File: src/rtl/ha_array_seq_ctrl.sv
// ha_array_seq_ctrl: sequences operands into the 8x8 HA array and reduces its four rows into a 16-bit product.
// Optional saturating bias compensation on the final row: HA_SEQ_BIAS_COMP_EN.
module ha_array_seq_ctrl #(
  parameter int          ARRAY_LAT = 0,
  parameter logic [15:0] BIAS      = 16'd0
) (
  input  logic        clk,
  input  logic        rst,
  input  logic        in_valid,
  output logic        in_ready,
  input  logic [7:0]  in_x,
  input  logic [7:0]  in_y,
  output logic [7:0]  mul_x,
  output logic [7:0]  mul_y,
  input  logic [6:0]  ha_array_0_b,
  input  logic [6:0]  ha_array_1_b,
  input  logic [6:0]  ha_array_2_b,
  input  logic [6:0]  ha_array_3_b,
  input  logic [8:0]  ha_array_0_t,
  input  logic [8:0]  ha_array_1_t,
  input  logic [8:0]  ha_array_2_t,
  input  logic [8:0]  ha_array_3_t,
  output logic        out_valid,
  input  logic        out_ready,
  output logic [15:0] out_p,
  output logic        out_ovf,
  output logic        busy
);
  typedef enum logic [1:0] {IDLE, WAIT, ACC, DONE} state_t;
  state_t      state_q;
  logic [1:0]  row_q, wait_q;
  logic [15:0] acc_q, out_p_q, term, acc_d, p_d;
  logic [7:0]  mul_x_q, mul_y_q;
  logic        ovf_q, out_ovf_q, ovf_d;
  logic [6:0]  b_sel;
  logic [8:0]  t_sel;
  logic [17:0] sum;
  always_comb begin
    b_sel = row_q == 2'd0 ? ha_array_0_b : row_q == 2'd1 ? ha_array_1_b : row_q == 2'd2 ? ha_array_2_b : ha_array_3_b;
    t_sel = row_q == 2'd0 ? ha_array_0_t : row_q == 2'd1 ? ha_array_1_t : row_q == 2'd2 ? ha_array_2_t : ha_array_3_t;
    term  = (16'(t_sel) + (16'(b_sel) << 2)) << {row_q, 1'b0};
`ifdef HA_SEQ_BIAS_COMP_EN
    sum   = {2'b0, acc_q} + {2'b0, term} + (row_q == 2'd3 ? {2'b0, BIAS} : 18'd0);
    ovf_d = ovf_q | (|sum[17:16]);
    p_d   = ovf_d ? 16'hFFFF : sum[15:0];
`else
    sum   = {2'b0, acc_q} + {2'b0, term};
    ovf_d = ovf_q | (|sum[17:16]);
    p_d   = sum[15:0];
`endif
    acc_d = sum[15:0];
  end
`ifndef HA_SEQ_BIAS_COMP_EN
  logic unused_bias;
  assign unused_bias = ^BIAS;
`endif
  always_ff @(posedge clk) begin
    if (rst) begin
      state_q   <= IDLE;
      row_q     <= 2'd0;
      wait_q    <= 2'd0;
      acc_q     <= 16'd0;
      ovf_q     <= 1'b0;
      mul_x_q   <= 8'd0;
      mul_y_q   <= 8'd0;
      out_p_q   <= 16'd0;
      out_ovf_q <= 1'b0;
    end else begin
      case (state_q)
        IDLE: if (in_valid) begin
          mul_x_q <= in_x;
          mul_y_q <= in_y;
          acc_q   <= 16'd0;
          ovf_q   <= 1'b0;
          row_q   <= 2'd0;
          wait_q  <= 2'(ARRAY_LAT);
          state_q <= ARRAY_LAT > 0 ? WAIT : ACC;
        end
        WAIT: begin
          wait_q <= wait_q - 2'd1;
          if (wait_q == 2'd1) state_q <= ACC;
        end
        ACC: begin
          acc_q <= acc_d;
          ovf_q <= ovf_d;
          row_q <= row_q + 2'd1;
          if (row_q == 2'd3) begin
            out_p_q   <= p_d;
            out_ovf_q <= ovf_d;
            state_q   <= DONE;
          end
        end
        default: if (out_ready) state_q <= IDLE;
      endcase
    end
  end
  assign in_ready  = state_q == IDLE;
  assign out_valid = state_q == DONE;
  assign busy      = state_q != IDLE;
  assign out_p     = out_p_q;
  assign out_ovf   = out_ovf_q;
  assign mul_x     = mul_x_q;
  assign mul_y     = mul_y_q;
endmodule

File: config.mk
export PLATFORM = sky130hd
export DESIGN_NAME = ha_array_seq_ctrl
export DESIGN_NICKNAME = d
export VERILOG_FILES = /design/src/rtl/ha_array_seq_ctrl.sv
export SDC_FILE = /design/constraint.sdc
export NUM_CORES = 1
export LEC_CHECK = 0
export ABC_AREA = 1
export CAP_MARGIN = 40
export CORE_UTILIZATION = 44
export CTS_CLUSTER_SIZE = 40
export DETAILED_ROUTE_END_ITERATION = 8
export GPL_TIMING_DRIVEN = 1
export HOLD_SLACK_MARGIN = 0.15
export MAX_ROUTING_LAYER = met4
export PLACE_DENSITY = 0.75
export SLEW_MARGIN = 20
export SYNTH_ARGS = -nofsm -noshare
export SYNTH_HDL_FRONTEND = slang
export SYNTH_SLANG_ARGS = --single-unit
File: constraint.sdc
create_clock -name clk -period 5.3 [get_ports clk]
set_input_delay 1.325 -clock clk [delete_from_list [all_inputs] [get_ports clk]]
set_output_delay 1.325 -clock clk [all_outputs]
set_load 0.1 [all_outputs]
# Yosys cells after proc, flatten, opt, wreduce, memory -nomap -nowiden
# Index checks and enable logic that the tools add are counted.
# W data, S select, Z words.
[totals]
regBits = 56
latchBits = 0
ramBits = 0
romBits = 0
input_bits = 84
elab_cells = 55
n_memories = 0
[classes]
addsub = 4
n_mul = 0
div_mod_pow = 0
n_lt_le_gt_ge = 0
n_eq_ne = 10
shift = 1
mux = 18
bitwise = 1
reduce_logical = 12
[op_table]
columns = ["cell", "count"]
rows = [
  ["$pmux W16 S2", 1],
  ["$mux W9", 3],
  ["$mux W7", 3],
  ["$add A16 B16 Y17", 1],
  ["$mux W16", 1],
  ["$shl A10 B3 Y16", 1],
  ["$add A9 B9 Y10", 1],
  ["$mux W2", 5],
  ["$eq A2 B2 Y1 const B", 4],
  ["$pmux W2 S2", 2],
  ["$reduce_and A2 Y1", 4],
  ["$eq A2 B1 Y1 const B", 3],
  ["$ne A2 B2 Y1 const B", 3],
  ["$pmux W2 S3", 1],
  ["$reduce_bool A2 Y1", 3],
  ["$logic_not A2 Y1", 2],
  ["$reduce_and A4 Y1", 1],
  ["$reduce_bool A4 Y1", 1],
  ["$add A2 B1 Y2 const B", 1],
  ["$pmux W1 S2", 1],
  ["$reduce_or A2 Y1", 1],
  ["$sub A2 B1 Y2 const B", 1],
  ["$mux W1", 1],
  ["$or A1 B1 Y1", 1],
]

# Depth between registers and ports, before layout
[depth]
depth_word = 10
depth_mapped = 31
mapped_depth_nobuf = 28

# Worst setup path after synthesis
# No wires, ideal clock.
[synth_path]
kind = "input port to flip-flop"
startpoint = "input port ha_array_2_b[0]"
endpoint = "register out_ovf_q, in the netlist out_ovf"
setup_ps = 119
arrival_time_ps = 3818
path_slack_ps = 1362
path_stages = 21
path_cell_list = "nand2_1 > nand3_1 > o21ai_0 > o21ai_0 > ha_1 > fa_1 > nand3_1 > nand2_1 > xnor2_1 > o21ai_0 > nand2_1 > o21ai_0 > ha_1 > nand2_1 > inv_1 > a21oi_1 > nor2_1 > nor2_1 > nand3_1 > nor2_1 > nor2_1"
[synth_between]
elab_chain_cells = 8
[synth_lines]
columns = ["item", "line", "text"]
rows = [
  ["from (decl)", "17", "input logic [6:0] ha_array_2_b,"],
  ["$mux W7 (3 in a row)", "39", "b_sel = row_q == 2'd0 ? ha_array_0_b : row_q == 2'd1 ? ha_array_1_b : row_q == 2'd2 ? ha_array_2_b : ha_array_ ..."],
  ["$add A9 B9 Y10", "41", "term = (16'(t_sel) + (16'(b_sel) << 2)) << {row_q, 1'b0};"],
  ["$shl A10 B3 Y16", "41", ""],
  ["$add A16 B16 Y17", "47", "sum = {2'b0, acc_q} + {2'b0, term};"],
  ["$reduce_or A2 Y1", "48", "ovf_d = ovf_q | (|sum[17:16]);"],
  ["$or A1 B1 Y1", "48", ""],
  ["to (signal assigned)", "89", "out_ovf_q <= ovf_d;"],
  ["to (decl)", "34", "logic ovf_q, out_ovf_q, ovf_d;"],
]
# No other way between the ends.
# A chain may end at the register's enable or synchronous reset.

# Worst setup path after layout
[layout_path]
startpoint = "input port ha_array_2_b[0]"
endpoint = "register out_p_q[11], in the netlist out_p[11]"
[layout_between]
elab_chain_cells = 6
[layout_lines]
columns = ["item", "line", "text"]
rows = [
  ["$mux W7 (3 in a row)", "39", ""],
  ["$add A9 B9 Y10", "41", ""],
  ["$shl A10 B3 Y16", "41", ""],
  ["$add A16 B16 Y17", "47", ""],
  ["to (signal assigned)", "88", "out_p_q <= p_d;"],
  ["to (decl)", "32", "logic [15:0] acc_q, out_p_q, term, acc_d, p_d;"],
]
# No other way between the ends.

==> metrics <==
relative slew slack 52.2%; Synth Area in Simple Gates 35.2%; Hold Crit Class reg2reg; total CTS buffers 5; Synth Area in Compound Gates 14.6%; proportion of layout cells with a drive suffix above 1 8.50%; top post-synthesis cells by count nand2_1 (194), nor2_1 (104), inv_1 (77); final worst-path setup slack 0.699 ns; Post-route DRC 0; htree depth 2; Worst-Margin Slew 0.716 ns; clock-pin transition on the worst setup and hold timing paths 0.10 ns; Final Cycle Share 86.8%; Mapped Cells 681; Pleak 2.94 nW; Final Hold Violating Endpoints 0; post-synth top area share 26.6%; synth unique cells 38; Mapped Avg Cell Area 6.19 sq um; Slew Viols, Final 0; Via density 4.96; Syn Nets 800; Yosys top cell by area dfxtp_1; yosys warns 0; iteration-0 DRC count of the detailed router 224; post-route ant nets 0; M3 GR Usage 2.65%; Cell Area, Placed 6050 sq um; Placed Cells 945; Clock Sinks 56; drt first pass iters 5; WS Path Type in2reg; crit path DAT 4.83 ns; Final GP Congestion 1.00; TNS Setup 0 ns; area grow syn2layout 45.7%; Die Footprint 9980 sq um; fraction of synthesized cell area in xor and xnor cells 2.08%; number of global-route vias before repair 4681; WL/cell 12.8 um; # fillers 811; EDFF count, synth 0; initial antenna violation count 0; Final Cell Area 6150 sq um; root buffer cell clkbuf_8; Main synth FF type dfxtp_1; Total GRT Usage 26.0%; Tmin final 4.60 ns; largest net degree at the start of global routing 35; CP Capture Type flop; core area 9280 sq um; fin cells 953; RSZ-0062 raised after global routing false; overall die width 99.9 um; Yosys reg bits 56; pwr dens 432 nW/um^2; wire length of the first global-routing pass 20500 um; setup violators final 0; Crit Path Max Fanout 4; Fmax 217 MHz; GR peak layer met2; post-detailed-routing wire length 12200 um; Required @ worst endpoint 5.52 ns; Post-Syn Area 4220 sq um; Worst setup SP type input port; total congestion overflow 0; Max Cap Viol 0; hold_buf cts 0; top-count cell post-synth nand2_1; Die Y 99.9 um; clk_skew 0.00988 ns; clock tree buffer depth 2; Peak VDD IR 0.283 mV; IO Count 120; Setup WS pre-CTS 0.415 ns; row count 35; post-cts sizing count 0; sequential share of the synthesized area 26.6%; CTS tree yes; Starting Density 45.4%; vias after detailed routing 4723; Post-CTS Setup Bufs 0; met1 Use GR 28.4%; multi-input logic area 2650 sq um; port bufs 119; Antenna Cells 0; Worst-Skew Late Latency 0.32 ns; main combinational cell family by area after synthesis simple AND/OR/NAND/NOR gates; status finished clean; final net count 942; Post-Synth Adder-Cell Area 10.7%; M2 GR Usage 48.5%; synth top area cells dfxtp_1 (27%), nand2_1 (17%), ha_1 (9.8%); mux contribution to synthesized area 0.237%; Synth async-reset ratio 0%; Seq. cell area 1120 sq um; Final HPWL DP 9920 um
[state kept, by name, summed over array words and instances (netlist names)]
| name | count |
|---|---|
| mul_x | 8 |
| acc_q | 16 |
| wait_q | 2 |
| ovf_q | 1 |
| row_q | 2 |
| state_q | 2 |
| out_p | 16 |
| mul_y | 8 |
| out_ovf | 1 |
[report_power, final]
group	internal, mW	switching [mW]
logic	0.667	1.21
clock network	0.107	0.148
registers	0.481	0.0385
[cell families (layout without fill, tap and decap cells)]
kind of cell / count (synthesis) / count (layout)
buffers and inverters: 107 / 250
AO/OA/AOI/OAI: 110 / 110
multiplexers: 1 / 1
AND/OR/NAND/NOR: 362 / 362
XOR/XNOR: 10 / 10
flip-flops: 56 / 56
adder cells (fa/ha/maj): 35 / 35
[layout by cell type, fill, tap and decap left out, types with 2 or more instances in the layout]
master and n:
xnor2_1 4, nand3b_1 4, dfxtp_1 56, clkdlybuf4s50_1 119, xor2_1 6, nand2_1 194
nand3_1 45, or2_1 3, fa_1 2, nor3_1 3, nor2_1 104, o21ai_0 56
buf_8 34, buf_4 7, ha_1 33, nand4_1 3, inv_1 77, inv_2 2
clkbuf_8 6, a21oi_2 10, a21oi_1 35, buf_16 2, nand2_2 3
[routing by layer]
metal  wire length, um  vias up
met5                 0        -
met4               332        0
met3               380       28
met2              6280      105
met1              5230     2159
li1                  -     2431
[final timing paths]
kind,slack (ns),start,cells past startpoint,endpoint
worst max register to register,0.74,row_q[0]$_SDFFE_PP0P_,26,out_p[11]$_SDFFE_PP0P_
worst min-delay path,0.48,acc_q[2]$_SDFFE_PP0P_,2,acc_q[2]$_SDFFE_PP0P_
worst max-delay path,0.70,ha_array_2_b[0],25,out_p[11]$_SDFFE_PP0P_
worst min register to register,0.48,acc_q[2]$_SDFFE_PP0P_,2,acc_q[2]$_SDFFE_PP0P_
[critical path: stages]
cell,delay [ns]
clkdlybuf4s50_1,0.40
nand2_1,0.07
nand3_1,0.07
o21ai_0,0.09
o21ai_0,0.13
ha_1,0.28
fa_1,0.44
nand3_1,0.11
nand2_1,0.07
xnor2_1,0.18
o21ai_0,0.14
nand2_1,0.08
o21ai_0,0.08
ha_1,0.36
nand2_1,0.12
nor2_1,0.11
nand3_1,0.09
nand2_1,0.14
nand2_1,0.11
nand2_1,0.07
nand2_1,0.06
nand2_1,0.12
nand2_1,0.07
nand2_1,0.08
inv_1,0.04
[layout make-up]
type,instances,area share (%)
well taps,129,2.63
clock inverters,2,0.224
inverters,80,5.01
repair buffers,162,29.4
multi-input cells,518,43.1
clock buffers,6,1.34
flip-flops and latches,56,18.2
[through the flow]
step	util, %	hold WS (ns)	power, mW
floorplan	-	0.443	1.85
global placement	59.1	0.456	2.20
detailed placement	65.2	0.467	2.40
CTS	66.2	0.485	2.65
global route	66.2	0.503	2.87
finish	66.2	0.483	2.65
Note: power is estimated with default switching activity, not from simulation.
